<file path="config.mk">
export PLATFORM = sky130hd
export DESIGN_NAME = mem_arbiter
export DESIGN_NICKNAME = d
export VERILOG_FILES = /design/src/rtl/mem_arbiter.sv
export SDC_FILE = /design/constraint.sdc
export NUM_CORES = 1
export LEC_CHECK = 0
export CORE_MARGIN = 2
export CORE_UTILIZATION = 43
export DETAILED_ROUTE_END_ITERATION = 12
export GPL_TIMING_DRIVEN = 0
export PLACE_DENSITY = 0.91
export SYNTH_ARGS = -nofsm -noshare
export SYNTH_HDL_FRONTEND = slang
export SYNTH_SLANG_ARGS = --single-unit
</file>
<file path="constraint.sdc">
create_clock -name clk -period 3.2 [get_ports clk]
set_input_delay 0.64 -clock clk [delete_from_list [all_inputs] [get_ports clk]]
set_output_delay 0.64 -clock clk [all_outputs]
set_load 0.005 [all_outputs]
</file>
<file path="src/rtl/mem_arbiter.sv">
// -----------------------------------------------------------------------------
// mem_arbiter
//   Shares one pmem port between the instruction-fetch unit (IFU, master 0)
//   and the load/store unit (LSU, master 1). One transaction is in flight at a
//   time: IDLE arbitrates and latches the request, REQ presents it to memory,
//   RESP waits for the memory response (with an optional timeout), and DONE
//   returns the response to the granted master.
//
//   Handshakes: every channel uses valid/ready. A transfer happens on the
//   rising edge where both valid and ready are 1. A valid, once raised by this
//   block, is held together with its data until ready is seen. Requesters need
//   only hold their request fields stable in the handshake cycle.
//
//   Timed-out transactions still owe a memory response. These late responses
//   are counted in stale_cnt and silently consumed before any new response is
//   accepted, so responses never get paired with the wrong request.
//
// Parameters:
//   PRIO_LSU  1 = LSU always wins ties, 0 = round-robin on ties
//   TIMEOUT   RESP cycles before an error response (0 = no timeout)
//   STALE_W   width of the stale-response counter (saturates at all-ones)
//
// Ports:
//   clk, rst                     clock, asynchronous active-low reset
//   ifu_req_* / ifu_rsp_*        IFU request/response channels (read-only)
//   lsu_req_* / lsu_rsp_*        LSU request/response channels
//   mem_req_* / mem_rsp_*        memory request/response channels
//   dbg_state                    FSM state (0 IDLE, 1 REQ, 2 RESP, 3 DONE)
//   dbg_stale_cnt                outstanding stale responses
// -----------------------------------------------------------------------------
module mem_arbiter #(
  parameter bit PRIO_LSU = 1'b0,
  parameter int TIMEOUT  = 16,
  parameter int STALE_W  = 3
) (
  input  logic               clk,
  input  logic               rst,

  input  logic               ifu_req_valid,
  output logic               ifu_req_ready,
  input  logic [31:0]        ifu_addr,
  output logic               ifu_rsp_valid,
  input  logic               ifu_rsp_ready,
  output logic [31:0]        ifu_rdata,
  output logic               ifu_rsp_err,

  input  logic               lsu_req_valid,
  output logic               lsu_req_ready,
  input  logic [31:0]        lsu_addr,
  input  logic               lsu_wen,
  input  logic [31:0]        lsu_wdata,
  input  logic [3:0]         lsu_wmask,
  output logic               lsu_rsp_valid,
  input  logic               lsu_rsp_ready,
  output logic [31:0]        lsu_rdata,
  output logic               lsu_rsp_err,

  output logic               mem_req_valid,
  input  logic               mem_req_ready,
  output logic [31:0]        mem_addr,
  output logic               mem_wen,
  output logic [31:0]        mem_wdata,
  output logic [3:0]         mem_wmask,
  input  logic               mem_rsp_valid,
  output logic               mem_rsp_ready,
  input  logic [31:0]        mem_rdata,

  output logic [1:0]         dbg_state,
  output logic [STALE_W-1:0] dbg_stale_cnt
);

  typedef enum logic [1:0] {
    S_IDLE = 2'd0,
    S_REQ  = 2'd1,
    S_RESP = 2'd2,
    S_DONE = 2'd3
  } state_e;

  localparam logic G_IFU = 1'b0;
  localparam logic G_LSU = 1'b1;

  // The counter only has to reach TIMEOUT-1.
  localparam int TO_W = (TIMEOUT < 2) ? 1 : $clog2(TIMEOUT);
  localparam logic [TO_W-1:0] TO_LAST = TO_W'((TIMEOUT == 0) ? 0 : TIMEOUT - 1);
  localparam logic [STALE_W-1:0] STALE_MAX = '1;

  state_e               state_q,      state_d;
  logic [STALE_W-1:0]   stale_q,      stale_d;
  logic [TO_W-1:0]      to_cnt_q,     to_cnt_d;
  logic                 grant_q,      grant_d;
  logic                 last_grant_q, last_grant_d;
  logic [31:0]          addr_q,       addr_d;
  logic                 wen_q,        wen_d;
  logic [31:0]          wdata_q,      wdata_d;
  logic [3:0]           wmask_q,      wmask_d;
  logic [31:0]          rdata_q,      rdata_d;
  logic                 err_q,        err_d;

  logic ifu_win;
  logic lsu_win;
  logic stale_pending;
  logic grantee_rsp_ready;

  // Arbitration: a lone requester wins; on a tie, fixed priority gives the
  // LSU the grant, round-robin gives it to whoever was not granted last.
  always_comb begin
    ifu_win = 1'b0;
    lsu_win = 1'b0;
    if (ifu_req_valid && lsu_req_valid) begin
      if (PRIO_LSU)                  lsu_win = 1'b1;
      else if (last_grant_q == G_LSU) ifu_win = 1'b1;
      else                           lsu_win = 1'b1;
    end else begin
      ifu_win = ifu_req_valid;
      lsu_win = lsu_req_valid;
    end
  end

  assign stale_pending     = (stale_q != '0);
  assign grantee_rsp_ready = (grant_q == G_IFU) ? ifu_rsp_ready : lsu_rsp_ready;

  // req_ready is combinational, so it is explicitly forced low during reset.
  assign ifu_req_ready = rst && (state_q == S_IDLE) && ifu_win;
  assign lsu_req_ready = rst && (state_q == S_IDLE) && lsu_win;

  // In IDLE/DONE the port only opens to drain late responses; in RESP it is
  // always open (stale or real response).
  always_comb begin
    mem_rsp_ready = 1'b0;
    if (rst) begin
      case (state_q)
        S_RESP:         mem_rsp_ready = 1'b1;
        S_IDLE, S_DONE: mem_rsp_ready = stale_pending;
        default:        mem_rsp_ready = 1'b0;
      endcase
    end
  end

  always_comb begin
    state_d      = state_q;
    stale_d      = stale_q;
    to_cnt_d     = to_cnt_q;
    grant_d      = grant_q;
    last_grant_d = last_grant_q;
    addr_d       = addr_q;
    wen_d        = wen_q;
    wdata_d      = wdata_q;
    wmask_d      = wmask_q;
    rdata_d      = rdata_q;
    err_d        = err_q;

    case (state_q)
      S_IDLE: begin
        if (mem_rsp_valid && stale_pending) stale_d = stale_q - STALE_W'(1);
        if (ifu_win) begin
          // Fetches are always full-word reads.
          addr_d       = ifu_addr;
          wen_d        = 1'b0;
          wdata_d      = 32'h0;
          wmask_d      = 4'hF;
          grant_d      = G_IFU;
          last_grant_d = G_IFU;
          state_d      = S_REQ;
        end else if (lsu_win) begin
          addr_d       = lsu_addr;
          wen_d        = lsu_wen;
          wdata_d      = lsu_wdata;
          wmask_d      = lsu_wmask;
          grant_d      = G_LSU;
          last_grant_d = G_LSU;
          state_d      = S_REQ;
        end
      end

      S_REQ: begin
        if (mem_req_ready) begin
          to_cnt_d = '0;
          state_d  = S_RESP;
        end
      end

      S_RESP: begin
        if (mem_rsp_valid && stale_pending) begin
          // Late response of an earlier timed-out transaction: drop it and
          // do not charge this cycle against the timeout.
          stale_d = stale_q - STALE_W'(1);
        end else if (mem_rsp_valid) begin
          rdata_d = mem_rdata;
          err_d   = 1'b0;
          state_d = S_DONE;
        end else if ((TIMEOUT != 0) && (to_cnt_q == TO_LAST)) begin
          rdata_d = 32'h0;
          err_d   = 1'b1;
          if (stale_q != STALE_MAX) stale_d = stale_q + STALE_W'(1);
          state_d = S_DONE;
        end else begin
          to_cnt_d = to_cnt_q + TO_W'(1);
        end
      end

      S_DONE: begin
        if (mem_rsp_valid && stale_pending) stale_d = stale_q - STALE_W'(1);
        if (grantee_rsp_ready) state_d = S_IDLE;
      end

      default: state_d = S_IDLE;
    endcase
  end

  // last_grant resets to LSU so the first tie after reset goes to the IFU.
  always_ff @(posedge clk or negedge rst) begin
    if (!rst) begin
      state_q      <= S_IDLE;
      stale_q      <= '0;
      to_cnt_q     <= '0;
      grant_q      <= G_IFU;
      last_grant_q <= G_LSU;
      addr_q       <= 32'h0;
      wen_q        <= 1'b0;
      wdata_q      <= 32'h0;
      wmask_q      <= 4'h0;
      rdata_q      <= 32'h0;
      err_q        <= 1'b0;
    end else begin
      state_q      <= state_d;
      stale_q      <= stale_d;
      to_cnt_q     <= to_cnt_d;
      grant_q      <= grant_d;
      last_grant_q <= last_grant_d;
      addr_q       <= addr_d;
      wen_q        <= wen_d;
      wdata_q      <= wdata_d;
      wmask_q      <= wmask_d;
      rdata_q      <= rdata_d;
      err_q        <= err_d;
    end
  end

  // Memory request fields come straight from the latched copy, so they stay
  // stable for as long as the memory stalls.
  assign mem_req_valid = (state_q == S_REQ);
  assign mem_addr      = addr_q;
  assign mem_wen       = wen_q;
  assign mem_wdata     = wdata_q;
  assign mem_wmask     = wmask_q;

  // The non-granted master sees an all-zero response channel.
  assign ifu_rsp_valid = (state_q == S_DONE) && (grant_q == G_IFU);
  assign lsu_rsp_valid = (state_q == S_DONE) && (grant_q == G_LSU);
  assign ifu_rdata     = ifu_rsp_valid ? rdata_q : 32'h0;
  assign lsu_rdata     = lsu_rsp_valid ? rdata_q : 32'h0;
  assign ifu_rsp_err   = ifu_rsp_valid && err_q;
  assign lsu_rsp_err   = lsu_rsp_valid && err_q;

  assign dbg_state     = state_q;
  assign dbg_stale_cnt = stale_q;

endmodule
</file>
==> summary.md, run 1 <==
| Metric | Value |
|---|---|
| Fin crit share | `95.72%` |
| Starting Density | `43.87%` |
| Final Setup Violations | `0` |
| Worst hold-check path type | `in -> async` |
| Hold Violations, Final | `0` |
| # DRC | `0` |
| Die X | `117.2 µm` |
| Leakage | `4.234 nW` |
| Setup Skew | `5.071 ps` |
| Initial antenna violation count | `0` |
| Avg Inst Size Synth | `10.42 µm²` |
| Sink Count | `113` |
| Pwr Total | `7.870 mW` |
| CP arrival | `2420 ps` |
| PD cells | `852.0 nW/µm²` |
| Routed length per instance | `16.98 µm` |
| Worst R2R Path Depth | `6` |
| Seq/Total Area, Yosys | `51.30%` |
| Via count of the routed design | `5217` |
| Synth top area share | `50.83%` |
| Fraction of layout cells with a size suffix above 1 | `10.85%` |
| Max Fclk | `326.5 MHz` |
| CP startpoint kind | `flop` |
| Final-report max-slew violation count | `0` |
| CTS buffer count | `17` |
| Most area-consuming cells after synthesis | `dfrtp_1 (51%), nand2_1 (7.1%), mux2i_1 (6.2%)` |
| Layout Cells excl Fill | `1020` |
| Slew Limit Headroom | `63.72%` |
| R2r setup slk | `1260 ps` |
| Worst VDD drop | `0.0003634 V` |
| Post-synthesis cell area | `5514 µm²` |
| Synth cell types | `43` |
| Number of synthesized flops with an enable pin | `0` |
| Worst-path clk slew | `60 ps` |
| Largest net degree at the start of global routing | `61` |
| CP max FO | `10` |
| Synth Net Count | `680` |
| DRC marker count from the first detailed-route iteration | `292` |
| Clk Latency, worst-skew pair | `410 ps` |
| Area grow syn2layout | `67.51%` |
| Final GP Congestion | `0.7902` |
| Finished Core Util | `73.49%` |
| Outcome | `completed` |
| CTS tree | `yes` |
| Boundary Pins | `287` |
| Final nets | `986` |
| Reg2reg end | `dbg_stale_cnt[2]` |
| Yosys warns | `0` |
| Sequential cell area | `2829 µm²` |
| CP Launch Point | `dbg_state[0]` |
| Top FF cell, synth | `dfrtp_1` |
| Worst-margin pin slew | `544.2 ps` |
| CP Capture Type | `primary output` |
| Worst EP required | `2560 ps` |
| Hpwl dp | `13350 µm` |
| Placed cell count | `988` |
| Area of the multi-input gates | `2414 µm²` |
| Number of fill cells in the layout | `874` |
| N_diodes | `0` |
| Total GRT Usage | `25.38%` |
| Worst r2r src | `dbg_state[0]` |
| Total Wirelength | `17320 µm` |
| Crit path time final | `3063 ps` |
| Core ar. | `12570 µm²` |
| Die Span Y | `117.2 µm` |
| Crit Path Category | `reg -> out` |
| Final ANT Viol Nets | `0` |
| Row cnt | `41` |
| Drt first pass iters | `4` |
| Ys async rst share | `100.0%` |
| Via density per instance | `5.115` |
| Crit path capture | `lsu_req_ready` |
| Die footprint | `13750 µm²` |
| Clock Path Buffers | `2` |
| Post-synth top area cell | `dfrtp_1` |
| First-pass GRT wire length | `26360 µm` |
| Gr ovfl total | `0` |
| Syn Inst Count | `529` |
| H-tree levels | `4` |
| Vias in the first global route | `5247` |
| Clk Tree Root Cell | `clkbuf_16` |
| Hold_buf cts | `0` |
| Max Cap Viol | `0` |
| Number of port buffers | `286` |
| Synth Register Bits | `113` |
-- placed cells by master (no fill, tap or decap), types with 3 or more instances in the layout --
cell               n
nor2_1             7
a22o_1            35
a21oi_1            3
nand2_1          105
clkbuf_16         17
nor2b_1            7
o21ai_2           25
clkdlybuf4s50_1  284
o21ai_1           38
and3_1            35
clkinvlp_4         4
bufinv_16          3
clkinv_2           4
ha_1               8
o21ai_0            4
clkbuf_1          17
buf_2              4
inv_1              7
dfrtp_1          112
mux2i_1           34
clkinv_4           3
o22a_1             4
and2_1            35
nand3_1            4
buf_6             14
-- through the flow --
stage / setup slack [ps] / area, µm² / hold slack, ps / TNS, ps
after floorplan: 1199 / 5514 / 344.4 / 0
after global placement: -3414 / 8592 / 463.4 / -341180
after detailed placement: 55.11 / 8621 / 470.9 / 0
after CTS: 3.415 / 9221 / 195.0 / 0
after global routing: -4.421 / 9236 / 206.2 / -4.421
final: 136.9 / 9236 / 183.5 / 0
-- state kept, by name, indices dropped and copies added, names as in the netlist --
| name | flops |
|---|---|
| last_grant_q | 1 |
| grant_q | 1 |
| mem_addr | 32 |
| mem_wen | 1 |
| mem_wdata | 32 |
| err_q | 1 |
| rdata_q | 32 |
| to_cnt_q | 4 |
| dbg_stale_cnt | 3 |
| dbg_state | 2 |
| mem_wmask | 4 |
-- worst min path at each step --
stage,startpoint,endpoint,slack (ps)
after floorplan,rst,dbg_stale_cnt[0],340
after global placement,mem_addr[1],mem_addr[1],460
after detailed placement,mem_addr[0],mem_addr[0],470
after CTS,rst,mem_addr[6],200
after global routing,rst,mem_addr[6],210
final,rst,mem_addr[6],180
-- worst max-delay path: stages, from the launching register on --
cell	delay [ps]
dfrtp_1	420
inv_1	120
ha_2	260
and3_1	210
clkbuf_4	210
buf_6	150
and2_1	140
clkdlybuf4s50_1	500
-- synthesized netlist by cell type (all sizes together), types with 3 or more instances --
cell type,number
dfrtp,112
nor2b,8
a21oi,4
and2,35
ha,10
mux2i,34
a22o,35
inv,7
and3,36
nand3,4
mux2,3
buf,21
o21ai,68
clkbuf,18
nor2,7
nand2,105
o22a,4
-- metal layers --
layer  part of all wire (%)  wire length, µm  global-route usage (%)
met1                     36             6210                   27.32
met2                     53             9202                   45.90
met3                    8.6             1481                   8.084
met4                    2.4              422                   10.51
met5                      0                0                       0
-- cell families (layout without fill, tap and decap cells) --
family,count (synthesis),count (layout),synth area share [%]
compound gates,121,121,16.34
xor+xnor,1,1,0.1589
fa+ha+maj,10,10,2.269
buf+inv,46,365,5.151
flops,113,113,51.30
mux,37,37,6.853
simple gates,201,201,17.93
-- power by group --
group / internal [mW] / switching [mW] / total [mW]
registers: 2.06 / 0.413 / 2.48
logic: 1.96 / 1.53 / 3.49
clock network: 1.22 / 0.683 / 1.90
-- final cells by class --
| type | count | share of cell area (%) |
|---|---|---|
| Multi-Input combinational cell | 370 | 26.13 |
| Clock buffer | 18 | 4.646 |
| Sequential cell | 113 | 30.63 |
| Clock inverter | 14 | 1.802 |
| Tap cell | 172 | 2.330 |
| Timing Repair Buffer | 287 | 31.33 |
| Inverter | 7 | 0.2845 |
| Buffer | 39 | 2.845 |
-- what timing repair did --
item / in CTS / in global routing
resized for setup: 2 / 8
setup endpoints to repair: 29 / 17
pin swaps: 0 / 0
setup buffers: 0 / 0
hold endpoints to repair: 0 / 0
No activity file was read; power rests on OpenSTA's default activity.
==> inputs of run 2 (changes only) <==
--- a/config.mk
+++ b/config.mk
@@ -7,6 +7,7 @@
 export LEC_CHECK = 0
 export CORE_MARGIN = 2
 export CORE_UTILIZATION = 43
+export CTS_CLUSTER_DIAMETER = 80
 export DETAILED_ROUTE_END_ITERATION = 12
 export GPL_TIMING_DRIVEN = 0
 export PLACE_DENSITY = 0.91
==> results of run 2 <==
The final DEF is identical to that of run 1; final timing and power are the same.
==> inputs of run 3 (changes only) <==
--- a/config.mk
+++ b/config.mk
@@ -5,12 +5,13 @@
 export SDC_FILE = /design/constraint.sdc
 export NUM_CORES = 1
 export LEC_CHECK = 0
+export CORE_ASPECT_RATIO = 0.7
 export CORE_MARGIN = 2
 export CORE_UTILIZATION = 43
 export CTS_CLUSTER_DIAMETER = 80
 export DETAILED_ROUTE_END_ITERATION = 12
 export GPL_TIMING_DRIVEN = 0
-export PLACE_DENSITY = 0.91
+export PLACE_DENSITY = 0.86
 export SYNTH_ARGS = -nofsm -noshare
 export SYNTH_HDL_FRONTEND = slang
 export SYNTH_SLANG_ARGS = --single-unit
==> summary.md, run 3 (same netlist as run 1, synthesis figures left out) <==
| Metric | Value |
|---|---|
| Number of port buffers | `286` |
| Crit path time final | `3097 ps` |
| Boundary Pins | `287` |
| Delay-heaviest family, CP | `buffers and inverters` |
| Routed length per instance | `17.38 µm` |
| Worst setup margin | `103.1 ps` |
| Number of fill cells in the layout | `839` |
| Clk Latency, worst-skew pair | `400 ps` |
| Worst EP required | `2560 ps` |
| Core ar. | `12460 µm²` |
| Pre-CTS WS | `122.4 ps` |
| Die Span Y | `98.75 µm` |
| Clock Path Buffers | `2` |
| CP Cell Sequence | `inv_1 -> ha_2 -> and3_1 -> buf_2 -> buf_6 -> and2_1 -> clkdlybuf4s50_1` |
| Gr ovfl total | `0` |
| Final GP Congestion | `0.8672` |
| Slew Limit Headroom | `52.09%` |
| Final nets | `986` |
| Bufs and invs on worst path | `4` |
| Max Cap Viol | `0` |
| Worst-path clk slew | `60 ps` |
| PD cells | `849.0 nW/µm²` |
| CP arrival | `2460 ps` |
| Clk Tree Root Cell | `clkbuf_16` |
| Critical-path top delay cell | `clkdlybuf4s50_1` |
| Hold Violations, Final | `0` |
| Via count of the routed design | `5175` |
| Via density per instance | `5.124` |
| Worst VDD drop | `0.0004668 V` |
| CP max FO | `10` |
| Final hold slack | `290.9 ps` |
| CP startpoint kind | `flop` |
| Starting Density | `44.24%` |
| Most frequent cells in the layout | `clkdlybuf4s50_1 (285), dfrtp_1 (112), nand2_1 (105)` |
| Worst-margin pin slew | `718.7 ps` |
| Largest net degree at the start of global routing | `64` |
| Final Setup Violations | `0` |
| Worst hold-check path type | `in -> async` |
| DRC marker count from the first detailed-route iteration | `256` |
| Setup Skew | `13.24 ps` |
| Outcome | `completed` |
| Area grow syn2layout | `66.85%` |
| Total Wirelength | `17550 µm` |
| Row cnt | `34` |
| Area of the multi-input gates | `2409 µm²` |
| Post-CTS setup buffers | `0` |
| CP Capture Type | `primary output` |
| Pwr Total | `7.811 mW` |
| Hold_buf cts | `0` |
| Final instance area | `9200 µm²` |
| Die X | `139.3 µm` |
| Crit Path Category | `reg -> out` |
| Max Fclk | `322.9 MHz` |
| CTS tree | `yes` |
| Final ANT Viol Nets | `0` |
| Drt first pass iters | `4` |
| Initial antenna violation count | `0` |
| Fin crit share | `96.78%` |
| RSZ-0062 raised after global routing | `no` |
| Sink Count | `113` |
| Leakage | `4.224 nW` |
| Total GRT Usage | `25.23%` |
| Final-report max-slew violation count | `0` |
| CTS buffer count | `17` |
| N_diodes | `0` |
| R2r setup slk | `1120 ps` |
| Vias in the first global route | `5325` |
| Placed Area | `8605 µm²` |
| H-tree levels | `4` |
| Fraction of layout cells with a size suffix above 1 | `10.97%` |
| # DRC | `0` |
| Finished Core Util | `73.81%` |
| First-pass GRT wire length | `27780 µm` |
| Die footprint | `13760 µm²` |
| Hpwl dp | `13670 µm` |
| Sequential cell area | `2829 µm²` |
| Most common cell after layout, fill and taps aside | `clkdlybuf4s50_1` |
| CP peak stage delay | `500 ps` |
## run 3: cell count changes in the layout (fill, tap and decap cells not counted), sizes merged
cell           previous run  this run
clkinvlp                  4         2
clkbuf                   37        35
clkdlybuf4s50           284       285
inv                       7        10
dlymetal6s2s              1         0
buf                      22        23
bufinv                    3         2
clkinv                    7         8
## run 3: final timing paths
path,startpoint,to,cells past startpoint
min in group clk,mem_addr[1],mem_addr[1],2
worst min-delay path,rst,mem_wmask[1],1
worst min register to register,mem_addr[1],mem_addr[1],2
max in group asynchronous,rst,last_grant_q,2
worst max register to register,dbg_state[0],dbg_stale_cnt[2],6
worst max-delay path,dbg_state[0],lsu_req_ready,7
## run 3: stage by stage
| stage | TNS (ps) | instances |
|---|---|---|
| 2_1_floorplan | 0 | 529 |
| 3_3_place_gp | -319140 | 977 |
| 3_5_place_dp | 0 | 978 |
| 4_1_cts | 0 | 1010 |
| 5_1_grt | 0 | 1010 |
| 6_report | 0 | 1010 |
## run 3: repair_timing
action                     in CTS  in global routing
setup endpoints to repair      22                 30
hold endpoints to repair        0                  0
gates resized for setup         3                  2
## run 3: layout make-up
class	instances	area share, %
repair buffers	287	31.39
flip-flops and latches	113	30.75
multi-input cells	370	26.18
clock buffers	17	4.624
plain buffers	39	2.829
well taps	162	2.203
clock inverters	15	1.741
inverters	7	0.2856
## run 3: per-layer routing
| metal | track usage (%) | part of all wire [%] | routed length, µm |
|---|---|---|---|
| met3 | 5.442 | 5.5 | 968 |
| met4 | 8.159 | 2.1 | 364 |
| met1 | 33.06 | 44 | 7647 |
| met2 | 42.23 | 49 | 8568 |
| met5 | 0 | 0 | 0 |
## run 3: report_power, final
part	switching, mW	internal, mW
sequential	0.408	2.06
clock	0.686	1.15
combinational	1.54	1.96
